### src/rtl/sr_word_loader.sv
// Parallel-to-serial loader: takes one word over valid/ready and drives d/en/dir of a
// bidirectional shift register for MSB clocks so the word lands there in its original order.
module sr_word_loader #(
  parameter int unsigned MSB = 8
) (
  input  logic           clk,
  input  logic           rstn,
  input  logic           in_valid,
  output logic           in_ready,
  input  logic [MSB-1:0] in_word,
  input  logic           in_dir,
  output logic           d,
  output logic           en,
  output logic           dir,
  output logic           busy,
  output logic           done
);

  localparam int unsigned CW = (MSB > 1) ? $clog2(MSB) : 1;

  typedef enum logic [1:0] {
    IDLE  = 2'd0,
    SHIFT = 2'd1,
    DONE  = 2'd2
  } state_t;

  state_t          state_q, state_d;
  logic [MSB-1:0]  word_q, word_d;
  logic [CW-1:0]   cnt_q, cnt_d;
  logic [CW-1:0]   cnt_inc;
  logic [CW-1:0]   bit_idx;
  logic            accept;
  logic            ready_d, d_d, en_d, dir_d, done_d;

  // State and registered outputs
  always_ff @(posedge clk or negedge rstn) begin
    if (!rstn) begin
      state_q  <= IDLE;
      word_q   <= '0;
      cnt_q    <= '0;
      in_ready <= 1'b0;
      d        <= 1'b0;
      en       <= 1'b0;
      dir      <= 1'b0;
      done     <= 1'b0;
    end else begin
      state_q  <= state_d;
      word_q   <= word_d;
      cnt_q    <= cnt_d;
      in_ready <= ready_d;
      d        <= d_d;
      en       <= en_d;
      dir      <= dir_d;
      done     <= done_d;
    end
  end

  // dir holds the captured direction for the whole word; bit k goes out MSB-first for dir=0
  assign cnt_inc = cnt_q + CW'(1);
  assign bit_idx = dir ? cnt_inc : (CW'(MSB - 1) - cnt_inc);
  assign accept  = (state_q == IDLE) && in_valid && in_ready;
  assign busy    = (state_q != IDLE);

  // Next-state and next-output logic
  always_comb begin
    state_d = state_q;
    word_d  = word_q;
    cnt_d   = cnt_q;
    ready_d = 1'b0;
    d_d     = 1'b0;
    en_d    = 1'b0;
    dir_d   = dir;
    done_d  = 1'b0;

    case (state_q)
      IDLE: begin
        ready_d = 1'b1;
        if (accept) begin
          word_d  = in_word;
          cnt_d   = '0;
          dir_d   = in_dir;
          en_d    = 1'b1;
          d_d     = in_dir ? in_word[0] : in_word[MSB-1];
          ready_d = 1'b0;
          state_d = SHIFT;
        end
      end
      SHIFT: begin
        if (cnt_q < CW'(MSB - 1)) begin
          cnt_d = cnt_inc;
          d_d   = word_q[bit_idx];
          en_d  = 1'b1;
        end else begin
          done_d  = 1'b1;
          state_d = DONE;
        end
      end
      DONE: begin
        ready_d = 1'b1;
        state_d = IDLE;
      end
      default: begin
        state_d = IDLE;
      end
    endcase
  end

endmodule

### config.mk
export PLATFORM = sky130hd
export DESIGN_NAME = sr_word_loader
export DESIGN_NICKNAME = d
export VERILOG_FILES = /design/src/rtl/sr_word_loader.sv
export SDC_FILE = /design/constraint.sdc
export NUM_CORES = 1
export LEC_CHECK = 0
export CORE_MARGIN = 3
export CORE_UTILIZATION = 40
export DETAILED_ROUTE_END_ITERATION = 12
export DONT_BUFFER_PORTS = 1
export PLACE_DENSITY_LB_ADDON = 0.12
export SLEW_MARGIN = 25
export SYNTH_ARGS = -nofsm -noshare
export SYNTH_HDL_FRONTEND = slang
export SYNTH_SLANG_ARGS = --single-unit
### constraint.sdc
create_clock -name clk -period 1.7 [get_ports clk]
set_input_delay 0.34 -clock clk [delete_from_list [all_inputs] [get_ports clk]]
set_output_delay 0.34 -clock clk [all_outputs]
set_load 0.01 [all_outputs]
; ---- Yosys cells after proc, flatten, opt, wreduce, memory -nomap -nowiden
; Index checks and enable logic that the tools add are counted.
[totals]
ramBits = 0
latch_bits = 0
output_inout_bits = 6
input_bits = 12
ff_bits = 18
mem_count = 0
rom_bits = 0
[op_classes]
n_reduce_logical = 8
mul = 0
eq_ne = 5
div_mod_pow = 0
order_cmp = 2
n_bitwise = 0
n_mux = 20
n_shift = 0
add_sub_neg = 2
[ops]
columns = op, count
row1 = 1-bit two-way mux, 9
row2 = 3-bit two-way mux, 3
row3 = "2-bit inequality test, second input constant", 3
row4 = 1-bit case mux with 2 select lines, 3
row5 = 3-bit case mux with 2 select lines, 1
row6 = "3-bit by 4-bit less-than comparator with 1-bit output, second input constant", 1
row7 = 2-bit two-way mux, 2
row8 = 2-bit case mux with 2 select lines, 1
row9 = 2-bit AND reduction, 2
row10 = 2-bit nonzero test, 2
row11 = "3-bit by 1-bit adder with 3-bit output, second input constant", 1
row12 = 1-bit binary-select mux with 3-bit select, 1
row13 = "3-bit less-than comparator, second input constant", 1
row14 = 3-bit AND reduction, 1
row15 = "3-bit subtractor, first input constant", 1
row16 = "2-bit by 1-bit equality test with 1-bit output, second input constant", 1
row17 = "2-bit equality test, second input constant", 1
row18 = 1-bit logical AND, 2
row19 = 2-bit zero test, 1

; ---- Logic depth before layout (Yosys ltp)
[logic_depth]
depth_word = 7
depth_mapped = 6
mapped_depth_nobuf = 5

; ---- Worst setup path after synthesis
; No wires, ideal clock.
[synth_timing]
kind = register -> register
start = register cnt_q[0]
end = register d
slack_ns = 0.183
path_stages_with_launch = 6
t_arrival_ns = 1.379
path_cell_list = dfrtp_1 > ha_1 > buf_4 > mux4_2 > a31oi_1 > o221ai_1
[synth_via]
elab_chain_len = 7
elab_cells_between_ends = 8
classes_between = 2 x add/sub / 1 x order compare / 5 x mux
[synth_rtl]
columns = item, line
row1 = start: declaration, 29  ; logic [CW-1:0] cnt_q, cnt_d;
row2 = start signal: assignment, 49  ; cnt_q <= cnt_d;
row3 = 3-bit by 1-bit adder with 3-bit output, 59  ; assign cnt_inc = cnt_q + CW'(1);
row4 = 3-bit subtractor, 60  ; assign bit_idx = dir ? cnt_inc : (CW'(MSB - 1) - cnt_inc);
row5 = 3-bit two-way mux, 60
row6 = 1-bit binary-select mux with 3-bit select, 91  ; d_d = word_q[bit_idx];
row7 = 1-bit two-way mux (not written as such), 91
row8 = 1-bit two-way mux (*), 89  ; if (cnt_q < CW'(MSB - 1)) begin
row9 = 1-bit case mux with 2 select lines (*), 75  ; case (state_q)
row10 = net d_d, 33  ; logic ready_d, d_d, en_d, dir_d, done_d;
row11 = end signal: assignment, 42  ; d <= 1'b0;
row12 = end signal: assignment, 51  ; d <= d_d;
row13 = end: declaration, 12  ; output logic d,
; Mark *: on every way through the listed nets, which the timed path passes. The rest lies on a longest branch. The select of a mux whose other input is x is not followed.
; A chain may end at the register's enable or synchronous reset.

; ---- Worst setup path after layout
; Ends and elaborated chain as after synthesis.

==> out/metrics.csv <==
metric;value;unit
Layout area overhead;7.40;%
CP Capture Type;flop;
die height;54.7;um
TritonCTS clock tree;done;
PortBufs;0;
area of the core;2100;sq um
clk buf depth;2;
first-pass GRT wire length;2790;um
DRC viols;0;
Psw;751;uW
fmax;662;MHz
Slew @ Worst Pin;0.803;ns
Req. time, crit path;1.87;ns
clk sink count;18;
final period utilization;88.9;%
Final Slew Violations;0;
Synth top area share;47.6;%
clock slew at reported path FFs;0.09;ns
Fillers;187;
syn_area_per_cell;12.1;sq um
Ant. Diodes;0;
Max Cap Viol;0;
commonest non-fill, non-tap cell in the layout;dfrtp_1;
1st-iter DRT viols;9;
commonest cells after routing, fill and taps aside;dfrtp_1 (18), nand2_1 (7), mux2_4 (7);
DP Worst Slack;0.0605;ns
leading area contributor after synthesis;dfrtp_1;
# nets final;96;
largest net degree at the start of global routing;19;
VDD IR max;0.994;mV
Post-Syn Area;947;sq um
# setup viols final;0;
status;finished clean;
number of global-route vias before repair;572;
Setup Crit Path Kind;reg2reg;
HPWL after DPL;1230;um
cell count after synthesis;78;
Syn Nets;91;
Total Wirelength;1660;um
Design Area, Final;1020;sq um
crit-path max FO;12;
Routed WL per cell;15.4;um
# IOs;18;
fin crit period;1.51;ns
via-per-instance ratio;5.39;
root buffer cell;clkbuf_4;
initial antenna violation count;0;
yosys warns;0;
largest cells by area after synthesis;dfrtp_1 (48%), mux2_4 (11%), mux2i_1 (5.3%);
vias;582;
H-tree depth;1;
Gate power share;49.2;%
Clk pwr share;10.1;%
row count;16;
worst hold-check path type;in2reg;
register area share after synthesis;47.6;%
worst skew pair latency;0.28;ns
Pleak;0.000440;uW
Post-CTS Setup Inserts;0;
Pint;1250;uW
Die ar.;2990;sq um
Initial Util;45.1;%
Sw Share;37.5;%
DP Area;972;sq um
clock skew;0.000694;ns
Final TNS setup;0;ns
GRT Util Overall;13.9;%
DR pass1 iterations;4;
CTS buffer count;3;
Setup WS post-layout;0.189;ns
RSZ-0062 raised after global routing;no;
final hold violation count;0;
remaining global-route overflow;0;
max_slew headroom;46.3;%
PwrDens;1970;nW/um^2
Final Power;2000;uW
Reg power frac;40.7;%
share of cells above drive strength 1;24.7;%
crit path DAT;1.68;ns
Hold WS;0.182;ns
Critical Path Source Type;flop;
die width;54.7;um
synthesis-stage register bit count;18;
RD Place Congestion;0.715;
Routed Antenna Nets;0;
post-synth cell types;34;
power by group through the flow:
stage / Sequential, uW / Clock [uW] / Combinational (uW)
2_1_floorplan: 775 / 0 / 822
3_3_place_gp: 820 / 0 / 937
3_5_place_dp: 815 / 0 / 946
4_1_cts: 808 / 215 / 961
5_1_grt: 846 / 236 / 1100
6_report: 815 / 202 / 985
cell families (layout without fill, tap and decap cells):
group | after synthesis | count (layout) | synth area share (%)
and+or+nand+nor | 26 | 26 | 17.6
DFF | 18 | 18 | 47.6
muxes | 14 | 14 | 19.9
AOI/OAI and AO/OA | 10 | 10 | 7.66
buffers and inverters | 7 | 10 | 4.09
xor gates and xnor gates | 2 | 2 | 1.85
adders and majority gates | 1 | 1 | 1.32
worst paths after layout:
path / start / to / slack [ns] / cells after the start
min in group asynchronous: rstn / cnt_q[1]$_DFFE_PN0P_ / 0.58 / 1
worst max register to register: cnt_q[0]$_DFFE_PN0P_ / d$_DFF_PN0_ / 0.19 / 4
worst max-delay path: cnt_q[0]$_DFFE_PN0P_ / d$_DFF_PN0_ / 0.19 / 4
worst min-delay path: in_dir / dir$_DFFE_PN0P_ / 0.18 / 2
worst min register to register: state_q[0]$_DFFE_PN0P_ / in_ready$_DFF_PN0_ / 0.51 / 1
max in group asynchronous: rstn / word_q[1]$_DFFE_PN0P_ / 0.63 / 1
final cells by class:
type	instances	area (sq um)	area share, %
timing repair buffer	3	25.0	2.46
clock buffer	3	22.5	2.21
multi-input combinational	53	470	46.2
inverter	4	15.0	1.48
tap	27	33.8	3.32
sequential	18	450	44.3
flip-flops by register name, summed over array words and instances, names as in the netlist:
name      cells
cnt_q         3
in_ready      1
state_q       2
dir           1
d             1
done          1
word_q        8
en            1
synth_stat cells (all sizes together):
library cell and number:
mux2i 5, and4bb 2, a211oi 1, nor3 1
a21oi 1, mux2 8, a311oi 1, nand2 7
nor4b 1, nand4 1, nor2b 1, dfrtp 18
o221ai 1, nand3 3, inv 4, mux4 1
and3 1, nand2b 1, ha 1, buf 3
xnor2 2, and2b 1, nor4 2, a31oi 1
and4b 1, o21ai 5, nor2 4
per-stage QoR:
| stage | util (%) | std cells |
|---|---|---|
| 3_3_place_gp | 46.3 | 104 |
| 6_report | 48.4 | 108 |
| 3_5_place_dp | 46.3 | 104 |
| 2_1_floorplan | - | 78 |
| 5_1_grt | 48.4 | 108 |
| 4_1_cts | 47.8 | 108 |
critical path, cell delays in order, from the launching register on:
cell      delay, ns
dfrtp_1        0.40
buf_4          0.20
mux4_2         0.51
a31oi_1        0.18
o221ai_1       0.11
metal layers:
layer	share of wire, %	vias up	GRT usage [%]
met2	44	14	19.7
met3	7.0	2	6.27
met1	48	274	18.3
met5	0	-	0
li1	-	292	-
met4	1.2	0	4.98
repair_timing:
item,4_1_cts,5_1_grt
endpoints found under the setup margin,0,1
hold endpoints to repair,18,0
gates resized for setup,0,2
hold buffers,1,0
Note: power is estimated with default switching activity, not from simulation.
